`config.mk`:
```
export PLATFORM = sky130hd
export DESIGN_NAME = aha_sleep_controller
export DESIGN_NICKNAME = d
export VERILOG_FILES = /design/src/rtl/aha_sleep_ctrl_pkg.sv /design/src/rtl/aha_reset_pulse_stretch.sv /design/src/rtl/aha_sleep_controller.sv
export SDC_FILE = /design/constraint.sdc
export NUM_CORES = 1
export LEC_CHECK = 0
export CAP_MARGIN = 30
export CELL_PAD_IN_SITES_DETAIL_PLACEMENT = 1
export CELL_PAD_IN_SITES_GLOBAL_PLACEMENT = 1
export CORE_ASPECT_RATIO = 1.5
export CORE_MARGIN = 2
export CORE_UTILIZATION = 50
export CTS_BUF_LIST = sky130_fd_sc_hd__clkbuf_8
export DETAILED_ROUTE_END_ITERATION = 8
export DONT_BUFFER_PORTS = 1
export MAX_ROUTING_LAYER = met4
export PLACE_DENSITY = 0.88
export SLEW_MARGIN = 30
export SYNTH_ARGS = -nofsm -noshare
export SYNTH_HDL_FRONTEND = slang
export SYNTH_SLANG_ARGS = --single-unit
```
`constraint.sdc`:
```
create_clock -name MASTER_CLK -period 2.74 [get_ports MASTER_CLK]
set_input_delay 0 -clock MASTER_CLK [delete_from_list [all_inputs] [get_ports MASTER_CLK]]
set_output_delay 0 -clock MASTER_CLK [all_outputs]
set_load 0.02 [all_outputs]
```
`src/rtl/aha_sleep_ctrl_pkg.sv`:
```
// Shared definitions for the sleep controller: state encoding, reset-cause codes,
// counter width and the per-state output decode.
package aha_sleep_ctrl_pkg;

  localparam int CNT_W = 8;
  typedef logic [CNT_W-1:0] cnt_t;

  localparam logic [2:0] ENC_RUN     = 3'd0;
  localparam logic [2:0] ENC_WIC_REQ = 3'd1;
  localparam logic [2:0] ENC_HOLD    = 3'd2;
  localparam logic [2:0] ENC_GATED   = 3'd3;
  localparam logic [2:0] ENC_WAKE    = 3'd4;
  localparam logic [2:0] ENC_CANCEL  = 3'd5;

  typedef enum logic [2:0] {
    ST_RUN     = ENC_RUN,
    ST_WIC_REQ = ENC_WIC_REQ,
    ST_HOLD    = ENC_HOLD,
    ST_GATED   = ENC_GATED,
    ST_WAKE    = ENC_WAKE,
    ST_CANCEL  = ENC_CANCEL
  } state_t;

  localparam logic [1:0] CAUSE_NONE   = 2'b00;
  localparam logic [1:0] CAUSE_SYSRST = 2'b01;
  localparam logic [1:0] CAUSE_WDOG   = 2'b10;
  localparam logic [1:0] CAUSE_LOCKUP = 2'b11;

  typedef struct packed {
    logic gclk_en;
    logic sleephold_req_n;
    logic wic_en_req;
  } fsm_out_t;

  function automatic fsm_out_t state_outputs(input state_t s);
    fsm_out_t o;
    o = '{gclk_en: 1'b1, sleephold_req_n: 1'b1, wic_en_req: 1'b0};
    case (s)
      ST_WIC_REQ: o.wic_en_req = 1'b1;
      ST_HOLD: begin
        o.sleephold_req_n = 1'b0;
        o.wic_en_req      = 1'b1;
      end
      ST_GATED: begin
        o.gclk_en         = 1'b0;
        o.sleephold_req_n = 1'b0;
        o.wic_en_req      = 1'b1;
      end
      default: ;
    endcase
    return o;
  endfunction

endpackage

```
`src/rtl/aha_reset_pulse_stretch.sv`:
```
// Turns SYSRESETREQ / watchdog edges and sustained lockup into a fixed-width,
// retriggerable system reset pulse, and records the sticky cause.
module aha_reset_pulse_stretch
  import aha_sleep_ctrl_pkg::*;
#(
  parameter int unsigned LOCKUP_CYCLES    = 16,
  parameter int unsigned RST_PULSE_CYCLES = 8
) (
  input  logic       i_clk,
  input  logic       i_rst_n,
  input  logic       i_sysresetreq,
  input  logic       i_wdog_reset_req,
  input  logic       i_lockup,
  input  logic       i_lockup_rst_en,
  output logic       o_sys_reset_req,
  output logic [1:0] o_reset_cause
);

  localparam cnt_t LOCKUP_MAX  = cnt_t'(LOCKUP_CYCLES);
  localparam cnt_t LOCKUP_LAST = cnt_t'(LOCKUP_CYCLES - 1);
  localparam cnt_t PULSE_LOAD  = cnt_t'(RST_PULSE_CYCLES);

  logic       r_sysrst_q;
  logic       r_wdog_q;
  cnt_t       r_lockup_cnt;
  cnt_t       r_pulse_cnt;
  logic       r_pulse_start;
  logic       r_sys_reset_req;
  logic [1:0] r_reset_cause;

  logic       w_sys_rise;
  logic       w_wdog_rise;
  logic       w_lockup_trig;
  logic       w_trig;
  cnt_t       w_pulse_next;
  logic [1:0] w_cause_next;

  assign w_sys_rise    = i_sysresetreq & ~r_sysrst_q;
  assign w_wdog_rise   = i_wdog_reset_req & ~r_wdog_q;
  // Fires on the increment that reaches the limit, not while saturated.
  assign w_lockup_trig = i_lockup & i_lockup_rst_en & (r_lockup_cnt == LOCKUP_LAST);
  assign w_trig        = w_sys_rise | w_wdog_rise | w_lockup_trig;

  // NOTE: every combinational output gets a default first so no path can infer a latch.
  always_comb begin
    w_pulse_next = '0;
    w_cause_next = r_reset_cause;
    if (w_trig)                 w_pulse_next = PULSE_LOAD;
    else if (r_pulse_cnt != '0) w_pulse_next = r_pulse_cnt - 1'b1;
    if (w_lockup_trig)          w_cause_next = CAUSE_LOCKUP;
    else if (w_wdog_rise)       w_cause_next = CAUSE_WDOG;
    else if (w_sys_rise)        w_cause_next = CAUSE_SYSRST;
  end

  // NOTE: sequential state uses non-blocking assignments so every flop samples pre-edge values.
  always_ff @(posedge i_clk or negedge i_rst_n) begin
    if (!i_rst_n) begin
      r_sysrst_q      <= 1'b0;
      r_wdog_q        <= 1'b0;
      r_lockup_cnt    <= '0;
      r_pulse_cnt     <= '0;
      r_pulse_start   <= 1'b0;
      r_sys_reset_req <= 1'b0;
      r_reset_cause   <= CAUSE_NONE;
    end else begin
      r_sysrst_q      <= i_sysresetreq;
      r_wdog_q        <= i_wdog_reset_req;
      r_pulse_cnt     <= w_pulse_next;
      r_pulse_start   <= w_trig;
      r_sys_reset_req <= (w_pulse_next != '0);
      r_reset_cause   <= w_cause_next;
      if (!i_lockup || r_pulse_start)
        r_lockup_cnt <= '0;
      else if (i_lockup_rst_en && (r_lockup_cnt != LOCKUP_MAX))
        r_lockup_cnt <= r_lockup_cnt + 1'b1;
    end
  end

  assign o_sys_reset_req = r_sys_reset_req;
  assign o_reset_cause   = r_reset_cause;

endmodule

```
`src/rtl/aha_sleep_controller.sv`:
```
// Deep-sleep handshake sequencer (WIC enable, sleep hold, CPU clock gating)
// combined with the system reset pulse generator.
module aha_sleep_controller
  import aha_sleep_ctrl_pkg::*;
#(
  parameter int unsigned LOCKUP_CYCLES    = 16,
  parameter int unsigned RST_PULSE_CYCLES = 8,
  parameter int unsigned ACK_TIMEOUT      = 64
) (
  input  logic       MASTER_CLK,
  input  logic       PORESETn,
  input  logic       SLEEPING,
  input  logic       SLEEPDEEP,
  input  logic       SLEEPHOLDACKn,
  input  logic       PMU_WIC_EN_ACK,
  input  logic       PMU_WAKEUP,
  input  logic       LOCKUP,
  input  logic       SYSRESETREQ,
  input  logic       WDOG_RESET_REQ,
  input  logic       DBGPWRUPREQ,
  input  logic       LOCKUP_RST_EN,
  output logic       SLEEPHOLDREQn,
  output logic       PMU_WIC_EN_REQ,
  output logic       GCLK_EN,
  output logic       SYS_RESET_REQ,
  output logic [1:0] RESET_CAUSE
);

  localparam cnt_t ACK_LAST = cnt_t'(ACK_TIMEOUT - 1);

  state_t   r_state;
  cnt_t     r_ack_cnt;
  logic     r_gclk_en;
  logic     r_sleephold_req_n;
  logic     r_wic_en_req;

  state_t   w_state_next;
  fsm_out_t w_outs;
  logic     w_ack_timeout;
  logic     w_sys_reset_req;

  aha_reset_pulse_stretch #(
    .LOCKUP_CYCLES   (LOCKUP_CYCLES),
    .RST_PULSE_CYCLES(RST_PULSE_CYCLES)
  ) u_pulse (
    .i_clk           (MASTER_CLK),
    .i_rst_n         (PORESETn),
    .i_sysresetreq   (SYSRESETREQ),
    .i_wdog_reset_req(WDOG_RESET_REQ),
    .i_lockup        (LOCKUP),
    .i_lockup_rst_en (LOCKUP_RST_EN),
    .o_sys_reset_req (w_sys_reset_req),
    .o_reset_cause   (RESET_CAUSE)
  );

  // r_ack_cnt holds the number of WIC_REQ cycles already completed.
  assign w_ack_timeout = (r_ack_cnt == ACK_LAST);

  always_comb begin
    w_state_next = r_state;
    case (r_state)
      ST_RUN:
        if (SLEEPING && SLEEPDEEP && !DBGPWRUPREQ) w_state_next = ST_WIC_REQ;
      ST_WIC_REQ:
        if (PMU_WIC_EN_ACK)                        w_state_next = ST_HOLD;
        else if (!SLEEPING || w_ack_timeout)       w_state_next = ST_CANCEL;
      ST_HOLD:
        if (PMU_WAKEUP || !SLEEPING)               w_state_next = ST_WAKE;
        else if (!SLEEPHOLDACKn)                   w_state_next = ST_GATED;
      ST_GATED:
        if (PMU_WAKEUP || DBGPWRUPREQ)             w_state_next = ST_WAKE;
      ST_WAKE, ST_CANCEL:
        if (!PMU_WIC_EN_ACK)                       w_state_next = ST_RUN;
      default:                                     w_state_next = ST_RUN;
    endcase
    if (w_sys_reset_req) w_state_next = ST_WAKE;
    w_outs = state_outputs(w_state_next);
  end

  // NOTE: async reset sets GCLK_EN high at once, so a reset during GATED ungates the clock without an edge.
  always_ff @(posedge MASTER_CLK or negedge PORESETn) begin
    if (!PORESETn) begin
      r_state           <= ST_RUN;
      r_ack_cnt         <= '0;
      r_gclk_en         <= 1'b1;
      r_sleephold_req_n <= 1'b1;
      r_wic_en_req      <= 1'b0;
    end else begin
      r_state           <= w_state_next;
      r_gclk_en         <= w_outs.gclk_en;
      r_sleephold_req_n <= w_outs.sleephold_req_n;
      r_wic_en_req      <= w_outs.wic_en_req;
      if (r_state != ST_WIC_REQ)
        r_ack_cnt <= '0;
      else if (r_ack_cnt != '1)
        r_ack_cnt <= r_ack_cnt + 1'b1;
    end
  end

  assign GCLK_EN        = r_gclk_en;
  assign SLEEPHOLDREQn  = r_sleephold_req_n;
  assign PMU_WIC_EN_REQ = r_wic_en_req;
  assign SYS_RESET_REQ  = w_sys_reset_req;

endmodule
```
==> run summary, run 1 <==
The run finished with clean final reports. The run gives 2 as the H-tree depth. The launch point of the worst hold path is LOCKUP.

During synthesis, Yosys emitted a total of 0 warnings. The path type of the worst min-delay path is in -> reg. Mean routed wirelength per cell: 18.2 um. For the pin with the worst max-slew slack, the measured transition is 506 ps.

Buffers inserted during clock tree synthesis total 5. For the total via count in the routed design, the log shows 1441. In this run, distinct cell masters in the synthesized netlist total 43.

For the initial antenna violation count, the log shows 0. The die area was 4190 um^2. The via count of the first global-routing pass was 1608; the y dimension of the die was 78.3 um. The fraction of final layout cells sized beyond drive strength 1 works out to 8.00%. Wire segments on met3 add up to 127 um in the final route.

The first detailed-routing pass took 4 iterations. The power density of the placed cells is 697 nW/um^2, and the synthesized cell area is 1840 um^2. The layout has 391 filler cells. The highest metal layer carrying signal wires in the routed design is met4. In this run the remaining antenna-violating nets after routing total 0. The kind of end point of the critical path was a flip-flop. The number of slew-limit violations in the final report was 0.

The run gives 0.889 nW as the leakage power total. The clock reaches the later pin of the worst-skew pair after 290 ps. The start of the worst register-to-register path is u_pulse.r_lockup_cnt[0]. The logs give 65.9% for the worst slew margin relative to its limit and 49.0% for the proportion of synthesized chip area in sequential cells. The tools report the count of final hold-check violations as 0.

The path with the worst hold slack has its endpoint at u_pulse.r_lockup_cnt[3]. Type of the worst setup path: reg -> reg. Max-cap violations in this run came to 0. The number of buffers inserted by port buffering came out at 0. The number of DRC markers after the initial detailed-route iteration came out at 35. For this run, the post-layout net count is 216. Along the worst hold path, the cell count comes to 2.

For the global placer's final weighted congestion, the log shows 0.930. The first global-routing pass estimated 7710 um of wire. The tools report the startpoint of the worst setup timing path as u_pulse.r_lockup_cnt[0].

The commonest register cell after synthesis is dfrtp_1. The area overhead of the layout relative to synthesis works out to 13.5%. The shortest clock period the worst path allows after layout is 1680 ps.

The peak clock frequency supported by timing is 0.594 GHz. For the I/O pin count, the log shows 18. The tools report the area of the placeable core as 3610 um^2. Setup repair after global routing left no endpoint under its margin. The maximum buffer depth of the clock tree was 2; the total power after layout was 1.46 mW. The logs give 36 for the clock sink count and 25.7% for the global-route total usage across every layer. The horizontal die dimension was 53.6 um; the summed negative setup slack over all endpoints was 0 ps. The setup clock skew after layout is 7.82 ps, and the wire length on met1 is 1800 um. Detailed routing placed a total of 2370 um of wire on met2.

In this run, synthesis produced a sequential element count of 36. After floorplanning, the core was divided into 27 placement rows. The worst setup path is launched from a flip-flop. TritonCTS built the clock tree.

The synthesized design contains 0 enable-type register cells. The endpoint of the worst register-to-register path is u_pulse.r_pulse_cnt[5]. For the final routed wirelength across all metal layers, the log shows 4420 um. Detailed placement finished with a half-perimeter wire length of 3060 um. The buffer cell driving the clock tree root is clkbuf_8. The remaining routing DRC violations was 0; the via density per instance was 5.93.

The number of failing setup endpoints in the final timing report was 0; the maximum number of pins on one net before global-route repair was 37. Counting every net in the synthesized netlist gives 202. STA puts the critical path data required time at 2960 ps. Counting flops with an async set or reset pin after synthesis yields a share of 100%. The worst-case register-to-register setup slack is 1060 ps.

The worst-case IR drop observed on VDD is 0.528 mV. Mean post-synth cell area: 9.96 um^2. The number of antenna repair diodes came out at 0.

For this configuration, the core starts out at a cell density of 51.0%. The total overflow left after global routing is 0. For the worst setup path, the data arrival time is 1900 ps. Dividing the final minimum period by the clock period gives 61.5%. Top fanout value on the critical path: 7.

The clock-pin slew on the worst setup and hold paths was 70 ps. The number of cells on the worst reg-to-reg path is 5. In the synthesized netlist, the number of instances is 185. The number of setup buffers added after CTS came out at 0.
state kept, by name, summed over array words and instances (netlist names):
| name | cells |
|---|---|
| GCLK_EN | 1 |
| PMU_WIC_EN_REQ | 1 |
| SLEEPHOLDREQn | 1 |
| r_ack_cnt | 8 |
| r_state | 3 |
| u_pulse.o_reset_cause | 2 |
| u_pulse.o_sys_reset_req | 1 |
| u_pulse.r_lockup_cnt | 8 |
| u_pulse.r_pulse_cnt | 8 |
| u_pulse.r_pulse_start | 1 |
| u_pulse.r_sysrst_q | 1 |
| u_pulse.r_wdog_q | 1 |
cell families after synthesis:
family                   Yosys count  share of synthesized area (%)
AO/OA/AOI/OAI                     29                           12.0
XOR/XNOR                          15                           7.13
adder cells (fa/ha/maj)            5                           3.40
buffers and inverters              9                           1.83
flip-flops                        36                           49.0
multiplexers                       2                           1.09
AND/OR/NAND/NOR                   89                           25.5
critical path: stages (launching register included):
cell	delay, ps
dfrtp_1	420
ha_1	240
and4_1	220
a31oi_1	290
nand3_1	270
nor2_1	170
what timing repair did:
item | CTS | global route
hold endpoints to repair | 47 | 0
hold buffers | 8 | 0
gates resized for setup | 0 | 0
power by group:
part	internal (mW)	total [mW]	switching, mW
clock	0.266	0.455	0.189
sequential	0.594	0.686	0.0915
combinational	0.132	0.315	0.183
Yosys cell counts (all sizes together) (2+ instances only):
| master | n | area (um^2) |
|---|---|---|
| dfrtp | 34 | 851 |
| nor2 | 27 | 101 |
| nand2 | 16 | 60.1 |
| xor2 | 10 | 87.6 |
| inv | 8 | 30.0 |
| nand2b | 6 | 45.0 |
| o21ai | 6 | 30.0 |
| and2 | 5 | 31.3 |
| and3 | 5 | 31.3 |
| ha | 5 | 62.6 |
| nand3 | 5 | 25.0 |
| nand4 | 5 | 31.3 |
| xnor2 | 5 | 43.8 |
| a21oi | 4 | 20.0 |
| a31oi | 4 | 25.0 |
| nor2b | 4 | 25.0 |
| o31ai | 4 | 43.8 |
| a211oi | 3 | 27.5 |
| nor3 | 3 | 15.0 |
| or3 | 3 | 23.8 |
| dfstp | 2 | 52.6 |
| mux2i | 2 | 20.0 |
| nand3b | 2 | 15.0 |
| nor4b | 2 | 17.5 |
| o211ai | 2 | 15.0 |
| o311ai | 2 | 25.0 |
metal layers:
| layer | global-route usage [%] | vias up |
|---|---|---|
| li1 | - | 679 |
| met1 | 30.6 | 724 |
| met2 | 41.0 | 26 |
| met3 | 5.51 | 12 |
| met4 | 11.3 | 0 |
| met5 | - | - |
how the worst max path moves through the flow:
stage | to | depth (start not counted)
6_report | u_pulse.r_pulse_cnt[5] | 5
5_1_grt | u_pulse.r_pulse_cnt[5] | 5
4_1_cts | u_pulse.r_pulse_cnt[5] | 4
3_5_place_dp | u_pulse.r_pulse_cnt[5] | 5
3_3_place_gp | r_ack_cnt[0] | 5
2_1_floorplan | u_pulse.r_lockup_cnt[1] | 4
cell type report:
class,instances,area [um^2],share of cell area [%]
clock inverter,3,38.8,1.86
multi-input combinational,140,905,43.3
tap,43,53.8,2.57
inverter,8,30.0,1.44
clock buffer,5,68.8,3.29
sequential,36,903,43.2
timing repair buffer,8,90.1,4.31
per-stage QoR:
stage / hold WS, ps / utilization [%] / std cells / setup slack, ps / instance area, um^2
floorplan: -296 / - / 185 / 1280 / 1840
global placement: -295 / 52.3 / 227 / 1180 / 1890
detailed placement: -295 / 52.3 / 227 / 1090 / 1890
CTS: 5.51 / 57.8 / 243 / 1060 / 2090
global route: 84.4 / 57.8 / 243 / 913 / 2090
finish: 62.2 / 57.8 / 243 / 1060 / 2090
layout by cell type (no fill, tap or decap), drive strengths merged, types with 2 or more instances in the layout:
cell type    netlist  routed
o211ai             2       2
o311ai             2       2
nand3b             2       2
nand4              5       5
ha                 5       5
dfrtp             34      34
or3                3       3
nand2             16      16
dfstp              2       2
dlygate4sd3        0       7
nor3               3       3
and2               5       5
a31oi              4       4
o21ai              6       6
nor2              27      27
nor2b              4       4
o31ai              4       4
and3               5       5
inv                8       9
xnor2              5       5
mux2i              2       2
nor4b              2       2
a211oi             3       3
clkbuf             1       5
xor2              10      10
nand2b             6       6
a21oi              4       4
nand3              5       5
Note: power is estimated with default switching activity, not from simulation.
==> run 2: changes to the inputs <==
--- a/config.mk
+++ b/config.mk
@@ -10,12 +10,12 @@
 export CELL_PAD_IN_SITES_GLOBAL_PLACEMENT = 1
 export CORE_ASPECT_RATIO = 1.5
 export CORE_MARGIN = 2
-export CORE_UTILIZATION = 50
+export CORE_UTILIZATION = 46
 export CTS_BUF_LIST = sky130_fd_sc_hd__clkbuf_8
 export DETAILED_ROUTE_END_ITERATION = 8
 export DONT_BUFFER_PORTS = 1
 export MAX_ROUTING_LAYER = met4
-export PLACE_DENSITY = 0.88
+export PLACE_DENSITY = 0.85
 export SLEW_MARGIN = 30
 export SYNTH_ARGS = -nofsm -noshare
 export SYNTH_HDL_FRONTEND = slang
==> constraint.sdc (replaced) <==
create_clock -name MASTER_CLK -period 1.4 [get_ports MASTER_CLK]
set_input_delay 0 -clock MASTER_CLK [delete_from_list [all_inputs] [get_ports MASTER_CLK]]
set_output_delay 0 -clock MASTER_CLK [all_outputs]
set_load 0.02 [all_outputs]
==> run 2 against run 1 <==
Against the previous run:
- the run now ends with setup timing left
- largest cell class unchanged
- sequential power rose by 94%
- core utilization is 9.9 points higher
- critical path type unchanged
- critical endpoint is now PMU_WIC_EN_REQ
- highest routed layer unchanged
- critical path depth unchanged
- sequential share of layout area fell by 8.8 points
- clock power rose by 73%
- worst hold slack improved by 6.7 ps
- final cell count rose by 16%
==> run summary, run 2 (synthesis results as in run 1) <==
Entering global routing, the biggest net connects 37 pins. The startpoint class of the critical path was a flip-flop. The core region is 3890 um^2. The congestion estimate from routability-driven global placement came to 0.946. In this run the core area contains 28 standard-cell rows.

The initial antenna violation count is 0, and the count of final hold-check violations is 0. In the final layout, the registers with the most flip-flops are r_ack_cnt x8, u_pulse.r_lockup_cnt x8, u_pulse.r_pulse_cnt x8. Power comes to 3.21 mW. The fraction of final layout cells sized beyond drive strength 1 was 42.4%.

The worst slew margin relative to its limit was 73.5%; the setup clock skew after layout was 10.7 ps. Counting every sink on the clock net gives 36. For the worst-skew pair, the clock arrives at the later sink with an insertion delay of 300 ps. The clock-pin slew on the worst setup and hold paths is 80 ps, and the final net count is 252. Setup repair after global routing could not meet its margin everywhere.

In this design, the stage delay of the slowest critical-path cell is 460 ps. Slowest cell on the critical path: dfrtp_2. The flow ran to the end, but the final reports show violations.

The repair_antennas step left the layout with diodes totalling 0. CTS built an H-tree with a depth of 2. For this design the static power due to leakage is 1.13 nW. The via density per instance works out to 6.04.

The run gives 4 as the number of iterations in the first detailed-routing pass. From bottom edge to top edge, the die measures 81.5 um. The kind of end point of the critical path was a flip-flop. Once detailed placement completed, the half-perimeter wirelength came to 3700 um. The worst setup slack after layout is -284 ps. The power density of the placed cells works out to 1220 nW/um^2. The path type of the worst min-delay path is in -> reg. The run gives 1.30 mV as the worst ir drop on vdd.

TritonCTS built the clock tree. The post-layout utilization of the core is 67.7%, and the shortest clock period the worst path allows after layout is 1680 ps. For this run, the number of standard cells in the final layout without fillers is 281. Maximum buffer depth of the clock tree: 2. The most common cell after layout, fill and taps aside was buf_4.

For the effective utilization at floorplan, the log shows 47.4%. The checks that failed: setup timing. The filler cells instantiated in the layout total 407. The final antenna-violating net count was 0.

The final routed wirelength across all metal layers is 6810 um. For the remaining routing DRC violations, the log shows 0. The run gives 0 as the max-cap violation count.

Compared with the post-synthesis result, the final layout area differs by 42.9%. At the worst endpoint, the required time is 1570 ps. The routed layout has 1697 vias. Number of buffers inserted by port buffering: 0.

On the critical path the largest part of the delay comes from compound AO/OA/AOI/OAI gates. Global routing consumed, over all layers together, 27.0% of the routing resources. The tree is rooted in a clkbuf_8. The floorplan step set the die width to 55.7 um. The transition time at the pin with the least slew margin was 395 ps. The tools report the via count of the first global-routing pass as 1875. The worst setup path is of the reg -> reg kind. The top cell types in the final layout, fill and taps aside, are 36 x buf_4, 31 x dfrtp_1, 22 x nor2_1, 11 x nand2_1, 9 x xor2_1. At the worst endpoint, the arrival time is 1850 ps. The aggregate global routing overflow was 0. Including well taps, the total number of placed cells is 253.

The number of DRC markers after the initial detailed-route iteration came out at 108. The number of slew-limit violations in the final report is 0. Timing would allow up to 0.594 GHz. In the finished design, the share of the clock period the worst path needs comes to 120%. The logs give 5 for the number of buffers created by CTS and 18 for the I/O pin count. The critical path goes through buf_4 -> and3b_1 -> a311oi_2 -> o211ai_1 -> a31oi_1. The floorplan step defined a die boundary enclosing 4540 um^2. Global-route wire length before repair: 9100 um.

Number of failing setup endpoints in the final timing report: 18. The top fanout value on the critical path was 5. The number of buffers and inverters on the critical path came out at 1. After detailed routing, the average wire length per cell comes to 24.2 um.
## run 2: changes by cell type in the layout (fill, tap and decap cells not counted), moves of 4 or more
cell,before,now
buf_4,0,36
nand2_1,16,11
nor2_1,27,22
nand2_2,0,4
nand3_1,5,1
nor2_2,0,4
## run 2: area by class of cell
| cell class | instances | area (um^2) | share of cell area [%] |
|---|---|---|---|
| Clock inverter | 2 | 7.51 | 0.285 |
| Clock buffer | 6 | 82.6 | 3.14 |
| Multi-Input combinational cell | 140 | 1190 | 45.1 |
| Tap cell | 45 | 56.3 | 2.14 |
| Inverter | 8 | 30.0 | 1.14 |
| Sequential cell | 36 | 907 | 34.5 |
| Timing Repair Buffer | 44 | 362 | 13.7 |
## run 2: through the flow
| stage | setup TNS (ps) | setup slack [ps] | hold slack [ps] | cell area (um^2) |
|---|---|---|---|---|
| finish | -870 | -284 | 68.9 | 2630 |
| global route | -1830 | -248 | 73.6 | 2630 |
| floorplan | -0.867 | -0.867 | -296 | 1850 |
| CTS | -180 | -74.9 | 5.30 | 2360 |
| detailed placement | -1380 | -111 | -295 | 2080 |
| global placement | -178 | -30.8 | -295 | 2080 |
## run 2: report_power, final
group          switching [mW]  total (mW)  internal [mW]
registers               0.166        1.33           1.17
logic                   0.581        1.09          0.513
clock network           0.398       0.785          0.387
## run 2: worst paths after layout
path,endpoint,from,slack [ps],depth (start not counted)
min reg2reg,u_pulse.r_pulse_cnt[0],u_pulse.r_pulse_cnt[0],580,1
min,u_pulse.r_lockup_cnt[0],LOCKUP,70,2
max,PMU_WIC_EN_REQ,r_state[2],-280,5
min in group asynchronous,r_ack_cnt[2],PORESETn,190,2
max in group asynchronous,SLEEPHOLDREQn,PORESETn,940,2
max reg2reg,PMU_WIC_EN_REQ,r_state[2],-280,5
## run 2: worst register-to-register path, delay by kind of cell (launching register included)
family	cells	cell delay, ps
AO/OA/AOI/OAI	3	750
AND/OR/NAND/NOR	1	180
flip-flops	1	460
buffers and inverters	1	160
## run 2: metal layers
metal | up-vias | share of wire (%) | GRT usage (%)
li1 | 748 | - | -
met1 | 877 | 35 | 24.9
met2 | 49 | 58 | 53.2
met3 | 23 | 3.2 | 5.98
met4 | 0 | 4.5 | 10.7
met5 | - | 0 | -
## run 2: timing repair
action,4_1_cts,5_1_grt
endpoints found under the setup margin,23,26
endpoints found under the hold margin,45,0
resized for setup,14,46
pin swaps,10,20
hold buffers,7,0
buffers inserted,6,7
==> run 3: changes to the inputs <==
--- a/config.mk
+++ b/config.mk
@@ -10,12 +10,12 @@
 export CELL_PAD_IN_SITES_GLOBAL_PLACEMENT = 1
 export CORE_ASPECT_RATIO = 1.5
 export CORE_MARGIN = 2
-export CORE_UTILIZATION = 46
+export CORE_UTILIZATION = 50
 export CTS_BUF_LIST = sky130_fd_sc_hd__clkbuf_8
 export DETAILED_ROUTE_END_ITERATION = 8
 export DONT_BUFFER_PORTS = 1
 export MAX_ROUTING_LAYER = met4
-export PLACE_DENSITY = 0.85
+export PLACE_DENSITY = 0.88
 export SLEW_MARGIN = 30
 export SYNTH_ARGS = -nofsm -noshare
 export SYNTH_HDL_FRONTEND = slang
==> constraint.sdc (replaced) <==
create_clock -name MASTER_CLK -period 1.8 [get_ports MASTER_CLK]
set_input_delay 0 -clock MASTER_CLK [delete_from_list [all_inputs] [get_ports MASTER_CLK]]
set_output_delay 0 -clock MASTER_CLK [all_outputs]
set_load 0.02 [all_outputs]
==> run 3 against run 2 <==
Against the previous run:
- the run now ends clean
- setup slack improved by 440 ps
- final area decreased by 21%
- critical path depth unchanged
- fmax up 2.2%
- first-iteration DRC count shrank 64%
- clock skew is 0.64 ps lower
- final cell count is 13% lower
- clock-buffer cell count shrank 1
- worst hold slack lost 44 ps
- die area shrank 7.5%
- global-route usage shrank 1.4 points
- largest cell class unchanged
- largest power group unchanged
- highest routed layer unchanged
==> run summary, run 3 (synthesis results as in run 1) <==
The flow ran to the end, and the final reports show no timing, DRC or antenna violations. The routed layout has 1444 vias. The tools report the max-cap violation count as 0.

The placement row count is 27, and the peak clock frequency supported by timing is 0.607 GHz. In this run the worst path has a maximum fanout of 5. The global-route total usage across every layer is 25.6%.

The count of nets left with antenna violations once routing finished came out at 0. Entering global routing, the biggest net connects 37 pins. Summing all multi-input logic gate instances after layout gives 915 um^2. The signal on the critical path passes through ha_1 -> nand3_1 -> or3_4 -> xnor2_1 -> nor2_1.

CTS saw 36 sinks. The final net count came out at 218. The summed negative setup slack over all endpoints was 0 ps; the remaining routing DRC violations was 0.

At the worst endpoint, the required time is 1980 ps. Number of buffers and inverters on the critical path: 0. The design draws 2.09 mW.

The peak-usage layer in the global routing report is met2. The die is 78.3 um tall. STA classifies the critical path startpoint as a flip-flop. In the layout the commonest cells are 34 x dfrtp_1, 27 x nor2_1, 16 x nand2_1, 10 x inv_1, 10 x xor2_1.

The share of total power dissipated in sequential elements is 49.8%. In this run the cell area measured after placement is 1910 um^2. The leakage power total was 0.897 nW. The worst hold path belongs to the class in -> reg. The initial antenna violation count is 0, and the clock-pin slew on the worst setup and hold paths is 80 ps. Kind of cell adding the most delay to the critical path: simple AND/OR/NAND/NOR gates. For the global placer's final weighted congestion, the log shows 0.816. The fraction of final layout cells sized beyond drive strength 1 was 9.41%.

The floorplan step defined a die boundary enclosing 4190 um^2. Across the whole layout, storage elements account for 903 um^2. For met1 alone, demand over resource in global routing was 28.3%.

Summed over all nets, the switching power comes to 704 uW. The logs give 1664 for the via count of the first global-routing pass and 70.8% for the worst slew margin relative to its limit. For this configuration, the core starts out at a cell density of 51.0%. At the pin with the least slew margin, the transition time is 432 ps.

The mean routed wirelength per cell is 17.8 um. The final clock period utilization by the worst path works out to 91.5%. Measured along the x axis, the die boundary spans 53.6 um. Kind of end point of the critical path: a flip-flop. TritonCTS built the clock tree. The I/O pin count is 18.

The number of failing setup endpoints in the final timing report is 0, and the area of the placeable core is 3610 um^2. In the routed layout, each cell is associated on average with a via count of 5.89. The repair_antennas step left the layout with diodes totalling 0.

For this run the aggregate overflow at the end of global routing stands at 0. Relative to the synthesized area, the layout overhead comes to 13.6%. For this block, the initial DRC count from the detailed router was 39.

In this run the number of H-tree levels came out at 2. In this run, the combinational gates consume 23.5% of the power. The final layout contains routed wiring with a total length of 4360 um. The run gives 5 as the number of buffers created by CTS.

Buffers placed on the I/O ports in this run total 0. The filler cell count in the final layout is 382, and the half-perimeter wire length after placement is 3070 um. Final hold analysis gives a worst-case slack of 25.0 ps. Leaving out fill and tap cells, the most frequent cell in the layout is dfrtp_1. The largest registers in the layout are r_ack_cnt x8, u_pulse.r_lockup_cnt x8, u_pulse.r_pulse_cnt x8. Setup repair after global routing left no endpoint under its margin. On the worst path, the slowest cell contributes a delay of 470 ps.

The first global-routing pass estimated 7620 um of wire. The worst setup path is of the reg -> reg kind. In the global route stage, met2 resource usage came out at 42.2%. The logs give 26.7% for the fraction of power consumed by the clock network and 2 for the maximum buffer depth of the clock tree.

Cell internal power was estimated by the tool at 1.38 mW. For the finished layout, the period the worst path requires is 1650 ps. Dividing total power by cell area gives a power density of 998 nW/um^2. The slowest cell on the critical path is or3_4. The switching share of power is 33.7%, and the worst ir drop on vdd is 0.853 mV. The tools report the data arrival time of the worst path as 1830 ps.

The tree is rooted in a clkbuf_8. The logs give 0 for the count of final hold-check violations and 290 ps for the clock latency on the worst-skew pair. The first detailed-routing pass took 4 iterations. The logs give 10.1 ps for the setup clock skew after layout and 0 for the number of slew-limit violations in the final report.

The tools report the routing usage on met3 as 6.46%. The post-route cell area is 2090 um^2.
## run 3: cell types whose count changed in the layout (fill, tap and decap cells not counted), sizes merged
cell	before	now
buf	38	3
clkbuf	6	5
clkinv	0	1
dlygate4sd3	6	7
## run 3: final cells by class
class	instances	area share, %
inverter	8	1.44
multi-input combinational	140	43.7
sequential	36	43.2
timing repair buffer	10	5.02
clock buffer	5	3.29
clock inverter	3	0.778
tap	43	2.57
## run 3: path summary, 6_finish.rpt
| kind | cells after the start | slack, ps | from | to |
|---|---|---|---|---|
| max | 5 | 150 | r_ack_cnt[0] | r_ack_cnt[0] |
| min | 3 | 20 | SLEEPING | PMU_WIC_EN_REQ |
| max reg2reg | 5 | 150 | r_ack_cnt[0] | r_ack_cnt[0] |
| min reg2reg | 1 | 540 | r_ack_cnt[4] | r_ack_cnt[4] |
| max in group asynchronous | 2 | 1400 | PORESETn | GCLK_EN |
| min in group asynchronous | 2 | 150 | PORESETn | r_ack_cnt[6] |
## run 3: metrics by stage
stage / instances / util [%] / setup WS, ps
floorplan: 185 / - / 338
global placement: 229 / 52.8 / 209
detailed placement: 229 / 52.8 / 159
CTS: 245 / 57.6 / 136
global route: 245 / 57.9 / 6.53
finish: 245 / 57.9 / 153
## run 3: per-layer routing
metal  vias to the layer above  routed length (um)
li1                        681                   -
met1                       725                1710
met2                        30                2420
met3                         8                 138
met4                         0                  91
met5                         -                   0
## run 3: power by group through the flow
stage | logic, mW | registers, mW | clock network [mW]
after detailed placement | 0.440 | 1.05 | 0
final | 0.491 | 1.04 | 0.557
after global placement | 0.414 | 1.04 | 0
after CTS | 0.489 | 1.04 | 0.569
after global routing | 0.555 | 1.06 | 0.611
after floorplan | 0.341 | 1.02 | 0
## run 3: worst min-delay path: stages
cell,delay [ps]
nand2b_4,50
or3_1,130
a31oi_1,80
## run 3: timing repair
action                                  4_1_cts  5_1_grt
endpoints found under the setup margin        0        2
gates resized for setup                       0        2
setup buffers                                 0        0
hold buffers                                  8        0
endpoints found under the hold margin        47        0
